### src/rtl/flash_bitstream_loader.sv
// Autonomous FPGA configuration loader: READ (0x03) from SPI NOR flash, optional
// release-power-down frame first, bytes streamed bit-serially into the config chain.
module flash_bitstream_loader #(
    parameter int          BITSTREAM_BYTES = 1024,
    parameter logic [23:0] START_ADDR      = 24'h000000,
    parameter int          SCLK_DIV        = 1,
    parameter int          WAKEUP          = 1,
    parameter int          CS_GAP          = 4
) (
    input  logic clk_i,
    input  logic rst_ni,
    input  logic start_i,
    output logic busy_o,
    output logic done_o,
    output logic spi_sclk_o,
    output logic spi_cs_no,
    output logic spi_mosi_o,
    input  logic spi_miso_i,
    output logic cfg_data_o,
    output logic cfg_shift_o,
    output logic cfg_latch_o
);

    localparam int BYTE_W = $clog2(BITSTREAM_BYTES + 1);
    // ADDR needs to count three bytes even when the bitstream is a single byte
    localparam int CNT_W  = (BYTE_W < 2) ? 2 : BYTE_W;
    localparam int PH_W   = (SCLK_DIV > 1) ? $clog2(SCLK_DIV) : 1;
    localparam int GAP_W  = (CS_GAP > 1) ? $clog2(CS_GAP) : 1;

    localparam logic [PH_W-1:0]  PH_LAST    = PH_W'(SCLK_DIV - 1);
    localparam logic [GAP_W-1:0] GAP_LAST   = GAP_W'(CS_GAP - 1);
    localparam logic [CNT_W-1:0] DATA_LAST  = CNT_W'(BITSTREAM_BYTES - 1);
    localparam logic [CNT_W-1:0] ADDR_LAST  = CNT_W'(2);
    localparam logic [23:0]      FRAME_WAKE = 24'hAB0000;
    localparam logic [23:0]      FRAME_READ = 24'h030000;

    typedef enum logic [2:0] {
        S_IDLE, S_WAKE, S_GAP, S_CMD, S_ADDR, S_DATA, S_LATCH, S_DONE
    } state_t;

    state_t             r_state, w_state_nxt;
    logic [PH_W-1:0]    r_ph, w_ph_nxt;
    logic               r_hi, w_hi_nxt;
    logic [2:0]         r_bit, w_bit_nxt;
    logic [CNT_W-1:0]   r_byte, w_byte_nxt;
    logic [GAP_W-1:0]   r_gap, w_gap_nxt;
    logic [23:0]        r_tx, w_tx_nxt;
    logic               r_sclk, w_sclk_nxt;
    logic               r_csn, w_csn_nxt;
    logic               r_mosi, w_mosi_nxt;
    logic               r_busy, w_busy_nxt;
    logic               r_done, w_done_nxt;
    logic               r_cfg_data, w_cfg_data_nxt;
    logic               r_cfg_shift, w_cfg_shift_nxt;
    logic               r_cfg_last, w_cfg_last_nxt;
    logic               r_cfg_latch, w_cfg_latch_nxt;
    logic               r_latched, w_latched_nxt;

    logic w_in_frame;
    logic w_seg_last;
    logic w_seg_end;
    logic w_sample;

    assign w_in_frame = (r_state == S_WAKE) || (r_state == S_CMD) ||
                        (r_state == S_ADDR) || (r_state == S_DATA);
    assign w_seg_last = (r_state == S_ADDR) ? (r_byte == ADDR_LAST) :
                        (r_state == S_DATA) ? (r_byte == DATA_LAST) : 1'b1;
    assign w_seg_end  = r_hi && (r_ph == PH_LAST) && (r_bit == 3'd7) && w_seg_last;
    // MISO is captured at the edge that closes the first SCLK-high cycle
    assign w_sample   = (r_state == S_DATA) && r_hi && (r_ph == '0);

    always_comb begin
        w_state_nxt     = r_state;
        w_ph_nxt        = r_ph;
        w_hi_nxt        = r_hi;
        w_bit_nxt       = r_bit;
        w_byte_nxt      = r_byte;
        w_gap_nxt       = r_gap;
        w_tx_nxt        = r_tx;
        w_sclk_nxt      = r_sclk;
        w_csn_nxt       = r_csn;
        w_mosi_nxt      = r_mosi;
        w_busy_nxt      = r_busy;
        w_done_nxt      = r_done;
        w_cfg_shift_nxt = w_sample;
        w_cfg_data_nxt  = w_sample ? spi_miso_i : r_cfg_data;
        w_cfg_last_nxt  = w_sample ? ((r_bit == 3'd7) && (r_byte == DATA_LAST)) : r_cfg_last;
        w_cfg_latch_nxt = r_cfg_shift && r_cfg_last;
        w_latched_nxt   = r_latched || r_cfg_latch;

        case (r_state)
            S_IDLE: begin
                if (start_i) begin
                    w_busy_nxt    = 1'b1;
                    w_done_nxt    = 1'b0;
                    w_csn_nxt     = 1'b0;
                    w_sclk_nxt    = 1'b0;
                    w_ph_nxt      = '0;
                    w_hi_nxt      = 1'b0;
                    w_bit_nxt     = 3'd0;
                    w_byte_nxt    = '0;
                    w_latched_nxt = 1'b0;
                    if (WAKEUP != 0) begin
                        w_state_nxt = S_WAKE;
                        w_mosi_nxt  = FRAME_WAKE[23];
                        w_tx_nxt    = {FRAME_WAKE[22:0], 1'b0};
                    end else begin
                        w_state_nxt = S_CMD;
                        w_mosi_nxt  = FRAME_READ[23];
                        w_tx_nxt    = {FRAME_READ[22:0], 1'b0};
                    end
                end
            end
            S_GAP: begin
                if (r_gap == GAP_LAST) begin
                    w_state_nxt = S_CMD;
                    w_csn_nxt   = 1'b0;
                    w_mosi_nxt  = FRAME_READ[23];
                    w_tx_nxt    = {FRAME_READ[22:0], 1'b0};
                    w_ph_nxt    = '0;
                    w_hi_nxt    = 1'b0;
                    w_bit_nxt   = 3'd0;
                    w_byte_nxt  = '0;
                end else begin
                    w_gap_nxt = r_gap + 1'b1;
                end
            end
            S_LATCH: begin
                if (r_cfg_latch) begin
                    w_state_nxt = S_DONE;
                    w_busy_nxt  = 1'b0;
                    w_done_nxt  = 1'b1;
                end
            end
            S_DONE: begin
                w_state_nxt = S_IDLE;
            end
            default: ;
        endcase

        if (w_in_frame) begin
            if (!r_hi) begin
                if (r_ph == PH_LAST) begin
                    w_ph_nxt   = '0;
                    w_hi_nxt   = 1'b1;
                    w_sclk_nxt = 1'b1;
                end else begin
                    w_ph_nxt = r_ph + 1'b1;
                end
            end else if (r_ph != PH_LAST) begin
                w_ph_nxt = r_ph + 1'b1;
            end else begin
                w_ph_nxt   = '0;
                w_hi_nxt   = 1'b0;
                w_sclk_nxt = 1'b0;
                w_bit_nxt  = r_bit + 3'd1;
                if (r_bit == 3'd7) begin
                    w_byte_nxt = r_byte + 1'b1;
                end
                w_mosi_nxt = (r_state == S_DATA) ? 1'b0 : r_tx[23];
                w_tx_nxt   = {r_tx[22:0], 1'b0};
                if (w_seg_end) begin
                    w_bit_nxt  = 3'd0;
                    w_byte_nxt = '0;
                    case (r_state)
                        S_WAKE: begin
                            w_state_nxt = S_GAP;
                            w_csn_nxt   = 1'b1;
                            w_mosi_nxt  = 1'b0;
                            w_gap_nxt   = '0;
                        end
                        S_CMD: begin
                            w_state_nxt = S_ADDR;
                            w_mosi_nxt  = START_ADDR[23];
                            w_tx_nxt    = {START_ADDR[22:0], 1'b0};
                        end
                        S_ADDR: begin
                            w_state_nxt = S_DATA;
                            w_mosi_nxt  = 1'b0;
                        end
                        default: begin
                            w_csn_nxt  = 1'b1;
                            w_mosi_nxt = 1'b0;
                            // with slow SCLK the latch strobe can already be out before CS rises
                            if (r_cfg_latch || r_latched) begin
                                w_state_nxt = S_DONE;
                                w_busy_nxt  = 1'b0;
                                w_done_nxt  = 1'b1;
                            end else begin
                                w_state_nxt = S_LATCH;
                            end
                        end
                    endcase
                end
            end
        end
    end

    always_ff @(posedge clk_i or negedge rst_ni) begin
        if (!rst_ni) begin
            r_state <= S_IDLE;
        end else begin
            r_state <= w_state_nxt;
        end
    end

    always_ff @(posedge clk_i or negedge rst_ni) begin
        if (!rst_ni) begin
            r_ph        <= '0;
            r_hi        <= 1'b0;
            r_bit       <= 3'd0;
            r_byte      <= '0;
            r_gap       <= '0;
            r_tx        <= '0;
            r_sclk      <= 1'b0;
            r_csn       <= 1'b1;
            r_mosi      <= 1'b0;
            r_busy      <= 1'b0;
            r_done      <= 1'b0;
            r_cfg_data  <= 1'b0;
            r_cfg_shift <= 1'b0;
            r_cfg_last  <= 1'b0;
            r_cfg_latch <= 1'b0;
            r_latched   <= 1'b0;
        end else begin
            r_ph        <= w_ph_nxt;
            r_hi        <= w_hi_nxt;
            r_bit       <= w_bit_nxt;
            r_byte      <= w_byte_nxt;
            r_gap       <= w_gap_nxt;
            r_tx        <= w_tx_nxt;
            r_sclk      <= w_sclk_nxt;
            r_csn       <= w_csn_nxt;
            r_mosi      <= w_mosi_nxt;
            r_busy      <= w_busy_nxt;
            r_done      <= w_done_nxt;
            r_cfg_data  <= w_cfg_data_nxt;
            r_cfg_shift <= w_cfg_shift_nxt;
            r_cfg_last  <= w_cfg_last_nxt;
            r_cfg_latch <= w_cfg_latch_nxt;
            r_latched   <= w_latched_nxt;
        end
    end

    assign busy_o      = r_busy;
    assign done_o      = r_done;
    assign spi_sclk_o  = r_sclk;
    assign spi_cs_no   = r_csn;
    assign spi_mosi_o  = r_mosi;
    assign cfg_data_o  = r_cfg_data;
    assign cfg_shift_o = r_cfg_shift;
    assign cfg_latch_o = r_cfg_latch;

endmodule

### config.mk
export PLATFORM = sky130hd
export DESIGN_NAME = flash_bitstream_loader
export DESIGN_NICKNAME = d
export VERILOG_FILES = /design/src/rtl/flash_bitstream_loader.sv
export SDC_FILE = /design/constraint.sdc
export NUM_CORES = 1
export LEC_CHECK = 0
export BUFFER_PORTS_ARGS = -buffer_cell sky130_fd_sc_hd__buf_2
export CAP_MARGIN = 0
export CORE_MARGIN = 2
export CORE_UTILIZATION = 60
export DETAILED_ROUTE_END_ITERATION = 10
export PLACE_DENSITY_LB_ADDON = 0.15
export SLEW_MARGIN = 20
export SYNTH_ARGS = -nofsm -noshare
export SYNTH_HDL_FRONTEND = slang
export SYNTH_SLANG_ARGS = --single-unit
export TNS_END_PERCENT = 10
### constraint.sdc
create_clock -name clk_i -period 2.85 [get_ports clk_i]
set_input_delay 0.57 -clock clk_i [delete_from_list [all_inputs] [get_ports clk_i]]
set_output_delay 0.57 -clock clk_i [all_outputs]
set_load 0.03 [all_outputs]
### After elaboration in Yosys (flattened, before gate mapping)

Cells that the tools add are included.

* register bits after elaboration: 55
* input bits: 4
* output and inout port bits: 8
* logic and storage cells: 147

* $add $sub $neg: 4
* equality and inequality tests: 13
* mux-type cells: 96
* bitwise gates (word level): 1
* reductions and logical operators: 16

Operators by type and width (number)
* 24-bit 2-to-1 mux: 7
* 11-bit 2-to-1 mux: 7
* 1-bit 2-to-1 mux: 51
* 24-bit case mux with 2 select lines: 1
* 3-bit 2-to-1 mux: 13
* 11-bit case mux with 2 select lines: 1
* 3-bit equality test (second input constant): 5
* 2-bit 2-to-1 mux: 7
* 1-bit case mux with 2 select lines: 6
* 3-bit case mux with 4 select lines: 1
* 11-bit by 1-bit adder with 11-bit output (second input constant): 1
* 11-bit by 10-bit equality test with 1-bit output (second input constant): 1
* 11-bit by 2-bit equality test with 1-bit output (second input constant): 1
* 3-bit case mux with 3 select lines: 1
* 1-bit logical AND: 7
* 3-bit by 2-bit equality test with 1-bit output (second input constant): 2
* 3-bit != test (second input constant): 2
* 3-bit case mux with 2 select lines: 1
* 1-bit logical OR: 4
* 3-bit by 1-bit adder with 3-bit output (second input constant): 1
* 3-bit by 1-bit equality test with 1-bit output (second input constant): 1
* 3-bit logical NOT: 1
* 3-bit AND reduction: 1
* 3-bit nonzero test: 1
* other kinds (6): 6

### Logic depth before layout (Yosys ltp)

* word-level depth: 8
* mapped depth: 8
* gate-level depth less buffers: 6

### Least setup slack after synthesis

No wires, ideal clock.

* path type: reg-to-reg
* from: register r_bit[0]
* to: register r_byte[9]
* library setup time: 0.082 ns
* arrival: 1.973 ns
* data required time: 2.768 ns
* slack: 0.795 ns
* cell stages (with the launch flop): 7
* buffers on the path: 0
* clock period less this slack: 2.055 ns
* cell sequence: dfrtp_1 ha_1 ha_1 nand2_2 or4b_1 or4_1 a31oi_1

* cells in the longest elaborated chain, start to end: 7
* elaborated cells on any way between the ends: 8
* classes of those cells: 1 x eq/ne; 5 x mux; 2 x reduce/logical

RTL lines
* start, declared: RTL line 44 `logic [2:0] r_bit, w_bit_nxt;`
* start signal, assigned: RTL line 228 `r_bit <= w_bit_nxt;`
* 3-bit equality test *: RTL line 68, 157
* 1-bit logical AND (2 in series): RTL line 68 `assign w_seg_end = r_hi && (r_ph == PH_LAST) && (r_bit == 3'd7) && w_seg_last;`
* 11-bit 2-to-1 mux *: RTL line 162 `if (w_seg_end) begin`
* 11-bit 2-to-1 mux *: RTL line 150 `end else if (r_ph != PH_LAST) begin`
* 11-bit 2-to-1 mux *: RTL line 142 `if (!r_hi) begin`
* 11-bit 2-to-1 mux *: RTL line 141 `if (w_in_frame) begin`
* named net w_byte_nxt[9]: RTL line 45 `logic [CNT_W-1:0] r_byte, w_byte_nxt;`
* end signal, assigned: RTL line 229 `r_byte <= w_byte_nxt;`
* end, declared: RTL line 45

The timed path passes the listed nets; every way through them passes the cells marked *.
A chain may end at the register's enable or synchronous reset.

### Worst setup path in the final report

Ends and elaborated chain as after synthesis.

==> results.cfg <==
[floorplanning]
die_w_um = 69.67
start_util = 0.6332
rows = 23
die-area_um2 = 4854
core_area_um2 = 4086
die_h_um = 69.67
ios = 12

[pwr]
max-vdd-ir-drop_mv = 0.4199
leakagePower_nw = 1.228
power.density_nw_per_um2 = 931.3
power_mw = 2.590

[setup_path]
crit_buf_inv = 0
rrSetupSlack_ns = 0.58
worstReg2RegEnd = r_byte[9]
critical-path-top-delay-family = simple AND/OR/NAND/NOR gates
cp-start-kind = register
crit_type = register to register
path_common_cell = ha_1
r2r_start = r_bit[0]
cp_slowest_cell = or4b_1
cp_data_required_time_ns = 3.07
critPathMaxStageDelay_ns = 0.66
crit_path_max_fanout = 6
reg2reg_depth = 6
cp.arrival_ns = 2.49
end_kind = register
path_cells = ha_1, ha_1, nand2_2, or4b_1, or4_1, a31oi_1

[sta]
final.min_clock_period_ns = 2.266
setup_tns_ns = 0
finalHoldViolations = 0
slew_headroom = 0.5459
max_freq_mhz = 441.2
worst_pin_slew_ns = 0.6756
slew_viol_final = 0
fin_skew_ns = 0.006225
setup_ws_ns = 0.5836
rsz0062_at_grt = false
finalCritPeriodShare = 0.7952
setup_viol = 0

[clock_tree]
cts-resized-gates = 0
cts_tree = yes
cts_root_buf = clkbuf_8
cts_hold_buf = 0
clk_pin_slew_ns = 0.09
clk_path_buf_depth = 2
cts_setup_buffers = 0
clk_latency_ns = 0.30
htree_levels = 2
cts_inserted_buffers = 5
cts.sinks = 54

[global_routing]
grt_pass1_vias = 1820
grtUsageTotal = 0.2261
grt_pass1_wl_um = 8894
grt_antenna_before_repair = 0
grt_overflow = 0
grt_max_degree = 32

[yosys]
synth_area_um2 = 2587
synth_top_area_cell = dfrtp_1
ys_top_cells_by_area = dfrtp_1, a22o_1, nand3_1
ys_types = 58
synth_warnings = 0
synth_common_cells = dfrtp_1, a22o_1, nand3_1, nor2_1, nand2_1
avgSynthCellArea_um2 = 10.78
synth_edf_count = 0
ys.flop_type = dfrtp_1
synth-seq-area-share = 0.5227
synth_top_area_frac = 0.5126
synth_fp_nets = 248
syn_inst = 240
synthMostInstantiatedCell = dfrtp_1
ys_ff_latch = 54
ys_async_sr_fraction = 1.000

[routing]
antenna_left = 0
num_vias = 1913
route.detailed.wl_per_inst_um = 16.98
drt-total-wl_um = 5095
drc = 0
first_iter_violations = 188
routed_via_density = 6.377
drtPass1Iterations = 4

[placed_design]
portBuffers = 11
place_congestion = 0.8242
pre_cts_ws_ns = 0.6208
dpl_cell_area_um2 = 2674
dp_hpwl_um = 3447

[layout]
design_area_um2 = 2781
drive_gt1_frac = 0.1600
diodes = 0
fin_util = 0.6806
areaGrowthSynthToFinish_pct = 7.495
nNetsFinal = 258

[run]
maxCapViolations = 0

[hold_path]
hp-class = input pin to async pin

[run_status]
status = completed
-- worst max-delay path by stage --
stage / start / end / slack, ns / cells after the start
4_1_cts: r_bit[0] / r_byte[9] / 0.60 / 6
6_report: r_bit[0] / r_byte[9] / 0.58 / 6
3_5_place_dp: r_bit[0] / r_byte[9] / 0.62 / 6
2_1_floorplan: r_bit[0] / r_byte[9] / 0.79 / 6
5_1_grt: r_bit[0] / r_byte[5] / 0.47 / 6
3_3_place_gp: r_bit[0] / r_byte[9] / 0.68 / 6
-- where the power goes --
part,internal [mW],switching (mW)
logic,0.372,0.555
registers,0.948,0.217
clock network,0.259,0.240
-- placed cells by master, fill, tap and decap left out, types with 3 or more instances in the layout --
cell,netlist,final
dfrtp_1,53,53
a22o_1,19,19
nand3_1,14,14
nor2_1,14,14
nand2_1,13,13
buf_2,7,11
nor3_1,10,10
a21oi_1,9,9
inv_1,7,7
o21ai_0,6,6
buf_4,0,6
o31ai_1,5,5
clkbuf_8,0,5
a31oi_1,4,4
ha_1,4,4
nor2b_1,3,3
nand4_1,3,3
nand3b_1,3,3
and3_1,3,3
or4_1,3,3
xnor2_1,3,3
o32ai_1,3,3
-- final cells by class --
cell class	instances	area (um^2)
fill	313	1305
inverter	7	26.28
clock buffer	5	68.82
multi-input combinational	165	1132
timing repair buffer	17	100.1
clock inverter	2	38.79
sequential	54	1353
tap	50	62.56
-- logic make-up (layout without fill, tap and decap cells) --
logic type,Yosys count,after routing,share of synthesized area
AND/OR/NAND/NOR,86,86,0.1867
AO/OA/AOI/OAI,68,68,0.2065
flip-flops,54,54,0.5227
buffers and inverters,21,31,0.03965
XOR/XNOR,5,5,0.01693
adder cells (fa/ha/maj),4,4,0.01934
multiplexers,2,2,0.008220
-- sequential cells by signal, indices dropped and copies added, names as in the netlist --
signal,cells
spi_sclk_o,1
r_bit,3
r_state,3
busy_o,1
cfg_latch_o,1
r_latched,1
done_o,1
spi_mosi_o,1
r_gap,2
cfg_shift_o,1
r_hi,1
r_byte,11
cfg_data_o,1
r_tx,24
r_cfg_last,1
spi_cs_no,1
-- through the flow --
| stage | instances | hold WS (ns) |
|---|---|---|
| floorplan | 240 | 0.2744 |
| finish | 300 | 0.2772 |
| global placement | 293 | 0.4738 |
| detailed placement | 293 | 0.4731 |
| global route | 300 | 0.3308 |
| CTS | 300 | 0.2953 |
-- routing by layer --
layer	global-route usage	part of all wire	vias up
met1	0.3429	0.50	942
met2	0.3419	0.46	44
met3	0.04215	0.038	4
li1	-	-	923
met5	0	0	-
met4	0.04701	0.0069	0
(Power assumes the default switching activity.)
